`config.mk`:
```
export PLATFORM = sky130hd
export DESIGN_NAME = fu_batch_sink
export DESIGN_NICKNAME = d
export VERILOG_FILES = /design/src/rtl/fu_batch_sink.sv
export SDC_FILE = /design/constraint.sdc
export NUM_CORES = 1
export LEC_CHECK = 0
export ABC_AREA = 1
export CAP_MARGIN = 20
export CORE_MARGIN = 5
export CORE_UTILIZATION = 48
export DETAILED_ROUTE_END_ITERATION = 8
export PLACE_DENSITY_LB_ADDON = 0.12
export SYNTH_ARGS = -nofsm -noshare
export SYNTH_HDL_FRONTEND = slang
export SYNTH_SLANG_ARGS = --single-unit
```
`constraint.sdc`:
```
create_clock -name clock -period 3.9 [get_ports clock]
set_clock_uncertainty 0.1 [all_clocks]
set_input_delay 0.78 -clock clock [delete_from_list [all_inputs] [get_ports clock]]
set_output_delay 0.78 -clock clock [all_outputs]
set_load 0.1 [all_outputs]
```
`src/rtl/fu_batch_sink.sv`:
```
`default_nettype none
// ============================================================================
// Module      : fu_batch_sink
// Description : Receive side of the core-to-functional-unit batch interface.
//               Queues scheduled batches, splits each into instruction /
//               format / stop fields and issues them to the execute datapath
//               over a valid/ready handshake. On the group end tag the queue
//               is drained and a one-cycle done pulse is returned.
// Ports       : clock, reset        - clock, synchronous active-high reset
//               batch_valid/batch/batch_ready - incoming batch handshake
//               end_tag             - current batch group is complete
//               issue_valid/issue_instr/issue_format/issue_stop/issue_ready
//                                   - issue handshake toward execute
//               done_batches        - one-cycle pulse, group drained
//               issued_count        - non-empty batches issued this group
//               protocol_err        - sticky, batch offered while not ready
//               fu_id               - constant functional unit index
// Revision    : 1.0 - initial release
// ============================================================================
module fu_batch_sink #(
    parameter int FUID              = 0,
    parameter int BATCH_WIDTH       = 64,
    parameter int INSTRUCTION_WIDTH = 44,
    parameter int FORMAT_WIDTH      = 3,
    parameter int QUEUE_DEPTH       = 4    // power of two, >= 2
) (
    input  logic                         clock,
    input  logic                         reset,
    input  logic                         batch_valid,
    input  logic [BATCH_WIDTH-1:0]       batch,
    output logic                         batch_ready,
    input  logic                         end_tag,
    output logic                         issue_valid,
    output logic [INSTRUCTION_WIDTH-1:0] issue_instr,
    output logic [FORMAT_WIDTH-1:0]      issue_format,
    output logic                         issue_stop,
    input  logic                         issue_ready,
    output logic                         done_batches,
    output logic [15:0]                  issued_count,
    output logic                         protocol_err,
    output logic [7:0]                   fu_id
);

    localparam int c_PTR_W   = $clog2(QUEUE_DEPTH);
    localparam int c_OCC_W   = c_PTR_W + 1;
    localparam int c_ENTRY_W = INSTRUCTION_WIDTH + FORMAT_WIDTH + 1;

    localparam logic [c_OCC_W-1:0] c_FULL    = c_OCC_W'(QUEUE_DEPTH);
    localparam logic [c_PTR_W-1:0] c_PTR_ONE = c_PTR_W'(1);
    localparam logic [c_OCC_W-1:0] c_OCC_ONE = c_OCC_W'(1);

    localparam logic [1:0] c_IDLE  = 2'd0;
    localparam logic [1:0] c_RUN   = 2'd1;
    localparam logic [1:0] c_DRAIN = 2'd2;
    localparam logic [1:0] c_DONE  = 2'd3;

    logic [1:0]           r_state;
    logic [1:0]           w_nextState;
    logic [c_ENTRY_W-1:0] r_mem [QUEUE_DEPTH];
    logic [c_PTR_W-1:0]   r_wrPtr;
    logic [c_PTR_W-1:0]   r_rdPtr;
    logic [c_OCC_W-1:0]   r_occ;
    logic [15:0]          r_issuedCount;
    logic                 r_protocolErr;

    logic                 w_empty;
    logic                 w_full;
    logic                 w_accept;
    logic                 w_push;
    logic                 w_pop;
    logic [c_ENTRY_W-1:0] w_entry;
    logic [c_ENTRY_W-1:0] w_head;

    assign w_empty  = (r_occ == '0);
    assign w_full   = (r_occ == c_FULL);
    assign w_accept = batch_valid & batch_ready;
    // An all-zero batch is an empty schedule slot: accepted but never queued.
    assign w_push   = w_accept & (|batch);
    assign w_pop    = issue_valid & issue_ready;

    // Only the fields that are issued are stored; the reserved bits are dropped.
    assign w_entry  = {batch[BATCH_WIDTH-1 -: INSTRUCTION_WIDTH],
                       batch[FORMAT_WIDTH:1],
                       batch[0]};
    assign w_head   = r_mem[r_rdPtr];

    // ------------------------------------------------------------------
    // FSM state register
    // ------------------------------------------------------------------
    always_ff @(posedge clock) begin
        if (reset) begin
            r_state <= c_IDLE;
        end else begin
            r_state <= w_nextState;
        end
    end

    // ------------------------------------------------------------------
    // FSM next-state logic
    // ------------------------------------------------------------------
    always_comb begin
        w_nextState = r_state;
        case (r_state)
            c_IDLE: begin
                // A batch accepted together with end_tag belongs to the
                // ending group, so it still has to be drained.
                if (w_push) begin
                    w_nextState = end_tag ? c_DRAIN : c_RUN;
                end else if (end_tag && w_empty) begin
                    w_nextState = c_DONE;
                end
            end
            c_RUN: begin
                if (end_tag) begin
                    w_nextState = c_DRAIN;
                end
            end
            c_DRAIN: begin
                if (w_empty && !w_pop) begin
                    w_nextState = c_DONE;
                end
            end
            c_DONE: begin
                w_nextState = c_IDLE;
            end
            default: begin
                w_nextState = c_IDLE;
            end
        endcase
    end

    // ------------------------------------------------------------------
    // FSM outputs
    // ------------------------------------------------------------------
    always_comb begin
        batch_ready  = 1'b0;
        issue_valid  = 1'b0;
        done_batches = 1'b0;
        case (r_state)
            c_IDLE: begin
                batch_ready = 1'b1;
            end
            c_RUN: begin
                // No push-through when full, even if the head pops this cycle.
                batch_ready = !w_full;
                issue_valid = !w_empty;
            end
            c_DRAIN: begin
                issue_valid = !w_empty;
            end
            c_DONE: begin
                done_batches = 1'b1;
            end
            default: begin
                batch_ready = 1'b0;
            end
        endcase
    end

    // ------------------------------------------------------------------
    // Batch FIFO: storage is not reset, only pointers and occupancy.
    // ------------------------------------------------------------------
    always_ff @(posedge clock) begin
        if (w_push) begin
            r_mem[r_wrPtr] <= w_entry;
        end
    end

    always_ff @(posedge clock) begin
        if (reset) begin
            r_wrPtr <= '0;
            r_rdPtr <= '0;
            r_occ   <= '0;
        end else begin
            if (w_push) begin
                r_wrPtr <= r_wrPtr + c_PTR_ONE;
            end
            if (w_pop) begin
                r_rdPtr <= r_rdPtr + c_PTR_ONE;
            end
            case ({w_push, w_pop})
                2'b10:   r_occ <= r_occ + c_OCC_ONE;
                2'b01:   r_occ <= r_occ - c_OCC_ONE;
                default: r_occ <= r_occ;
            endcase
        end
    end

    // ------------------------------------------------------------------
    // Group statistics and protocol monitor
    // ------------------------------------------------------------------
    always_ff @(posedge clock) begin
        if (reset) begin
            r_issuedCount <= '0;
        end else if (r_state == c_DONE) begin
            r_issuedCount <= '0;
        end else if (w_pop) begin
            r_issuedCount <= r_issuedCount + 16'd1;
        end
    end

    always_ff @(posedge clock) begin
        if (reset) begin
            r_protocolErr <= 1'b0;
        end else if (batch_valid && !batch_ready) begin
            r_protocolErr <= 1'b1;
        end
    end

    // Issue fields are forced to zero whenever nothing is being offered so
    // stale FIFO contents never appear on the outputs.
    assign issue_instr  = issue_valid ? w_head[c_ENTRY_W-1 -: INSTRUCTION_WIDTH] : '0;
    assign issue_format = issue_valid ? w_head[FORMAT_WIDTH:1] : '0;
    assign issue_stop   = issue_valid ? w_head[0] : 1'b0;

    assign issued_count = r_issuedCount;
    assign protocol_err = r_protocolErr;
    assign fu_id        = 8'(FUID);

endmodule
`default_nettype wire

```
==> results by group <==
Outcome
  • Status: finished, final reports clean

Logic synthesis
  • Top cell type's share of synthesized area: 0.633
  • Cells after synthesis: 826
  • Flip-flop and latch count after synthesis: 220
  • Synth area leader: edfxtp_1
  • Avg Cell Area, Syn: 11.0 um^2
  • Top cells by area, synth: edfxtp_1 63%, nor2_1 11%, dfxtp_1 6.2%
  • Yosys warns: 0
  • Mapped Area: 9110 um^2
  • Seq/Total Area, Yosys: 0.695
  • Yosys cell types: 35

Die
  • Die width: 148 um
  • Die H: 148 um
  • Die Footprint: 21800 um^2
  • Starting Density: 0.487
  • Std cell rows: 50
  • # IOs: 145
  • Core area: 18700 um^2

Route
  • Post-DRT Antenna Nets: 0
  • Via density: 5.15
  • Final WL: 20400 um
  • Wire per inst: 16.8 um
  • Router iterations before antenna repair: 5
  • Post-route DRC violation count: 0
  • DR vias: 6252
  • DR iter-0 viols: 429

Clock network
  • Postcts setup bufs: 0
  • Worst-skew pair later-pin latency: 490 ps
  • TritonCTS Sinks: 220
  • H-tree level count: 1
  • CTS tree: done
  • Total CTS buffers: 23
  • Clock transition at the registers of the reported paths: 60 ps
  • Clock buffer depth: 3
  • CTS Hold Bufs: 0
  • Post-CTS sizing: 0
  • Root buf cell: clkbuf_16

Cells and area
  • Fillers: 1425
  • Most common cell after layout, fill and taps aside: nor2_1
  • Layout cells sized above 1: 0.120
  • Fin nets: 1048
  • Most frequent cells in the layout: 257 x nor2_1, 192 x edfxtp_1, 108 x o21ai_0
  • Layout area overhead: 30.8%
  • Antenna cells: 0

Global routing
  • GR peak layer: met2
  • Largest net degree at the start of global routing: 97
  • GR Util met1: 0.248
  • Initial antenna violation count: 0
  • Global Route Usage Sum: 0.183
  • Number of global-route vias before repair: 6129
  • M3 GR Usage: 0.0288
  • Overflow after GRT: 0
  • First-pass GRT wire length: 31800 um
  • Routing usage on met2: 0.315

Setup path
  • Reg2reg path depth: 11
  • CP max FO: 50
  • R2R setup slack: 990 ps
  • Kind of critical path: flop to output pin
  • Critical R2R Capture: r_occ[2]$_SDFFE_PP0P_
  • CP endpoint kind: output pin
  • Startpoint type of the worst setup path: flop
  • R2R Path Start: r_state[0]$_SDFFE_PP0P_
  • Worst EP required: 3020 ps
  • CP arrival: 2460 ps

Power
  • Design Power: 8.65 mW
  • P per Cell Area: 726 nW/um^2
  • VDD IR max: 0.649 mV
  • Flop pwr share: 0.343
  • Logic pwr share: 0.430
  • Internal: 5.12 mW
  • Clock power share: 0.227
  • Psw: 3.53 mW
  • Lkg Pwr: 4.22 nW
  • Sw Ratio: 0.408

Place
  • PortBufs: 136
  • Final HPWL DP: 12400 um
  • Placer Congestion: 0.823

STA
  • Tcrit/Tclk final: 0.856
  • Finish-stage setup viols: 0
  • Relative slew slack: 0.344
  • Fin. max-slew vios: 0
  • Max frequency: 300 MHz
  • Slew of the pin with the lowest slew margin: 981 ps
  • Final Hold Viols: 0
  • RSZ-0062 raised after global routing: false
  • Final worst path period need: 3340 ps
  • Sum Neg Setup Slack: 0 ps

Worst hold path
  • Hold EP: issued_count[14]$_SDFFE_PP0P_
  • Worst Hold Depth: 2
  • Hold path start: issued_count[14]$_SDFFE_PP0P_
  • Worst hold-check path type: flop to flop

Flow run
  • Total of max-cap violations: 0
==> worst max-delay path: stages, from the launching register on <==
cell	delay, ps
dfxtp_1	370
inv_1	90
ha_1	340
nand2_4	410
a21oi_1	490
buf_12	230
==> layout make-up <==
cell class	instances	area, um^2	share of cell area
Clock buffer	30	602	0.0505
Clock inverter	7	60.1	0.00504
Inverter	35	134	0.0112
Multi-Input combinational cell	533	2490	0.209
Sequential cell	220	6330	0.531
Tap cell	234	293	0.0246
Timing Repair Buffer	155	2000	0.168
==> power groups by stage <==
stage | combinational, mW | sequential, mW | clock (mW)
finish | 3.72 | 2.97 | 1.96
CTS | 3.76 | 2.97 | 2.01
floorplan | 2.37 | 3.08 | 0
detailed placement | 3.74 | 3.01 | 0
global route | 3.93 | 2.99 | 2.11
global placement | 3.73 | 3.01 | 0
==> per-stage QoR <==
step                      area (um^2)  instances   util  hold WS, ps  setup slack (ps)
after floorplan                  9140        833      -          357              52.4
after global placement          11300       1177  0.602          350               517
after detailed placement        11300       1177  0.602          351               489
after CTS                       11900       1214  0.637          376               530
after global routing            11900       1214  0.637          414               448
final                           11900       1214  0.637          371               562
==> layer usage <==
metal  routed length [um]  vias to the layer above
met2                10000                      142
li1                     -                     3114
met3                  937                       22
met1                 9220                     2974
met4                  257                        0
met5                    0                        -
==> worst max path at each step <==
stage                             from               endpoint  slack [ps]
2_1_floorplan                batch[63]  r_mem[0][0]$_DFFE_PP_          50
3_3_place_gp                 batch[63]  r_occ[2]$_SDFFE_PP0P_         520
4_1_cts        r_state[0]$_SDFFE_PP0P_         issue_instr[1]         530
3_5_place_dp                 batch[59]  r_occ[2]$_SDFFE_PP0P_         490
6_report       r_state[0]$_SDFFE_PP0P_         issue_instr[1]         560
5_1_grt        r_state[1]$_SDFFE_PP0P_         issue_instr[1]         450
==> logic make-up (layout without fill, tap and decap cells) <==
kind of cell	after synthesis	after routing	share of synthesized area
fa+ha+maj	11	11	0.0159
simple gates	331	331	0.147
xor+xnor	4	4	0.00385
other cells	1	8	0.000412
buf+inv	80	227	0.0379
compound gates	179	179	0.100
flops	220	220	0.695
==> state kept, by name, indices dropped and copies added, names as in the netlist, named ones only <==
name	count
protocol_err	1
r_wrPtr	2
r_occ	3
issued_count	16
r_rdPtr	2
r_state	2
r_mem	192
==> synth_stat cells, drive strengths merged <==
library cell and instances:
ha 10, edfxtp 192, inv 35, nor2 265, buf 21, xnor2 1, conb 1, a21oi 64
fa 1, o21a 2, nand3 9, xor2 3, a22oi 1, nor3 5, nand4 4, o21ai 108
a31oi 1, and3 1, a211oi 2, or2 1, nand2 46, clkbuf 24, dfxtp 28, a21boi 1
Note: power is estimated with default switching activity, not from simulation.
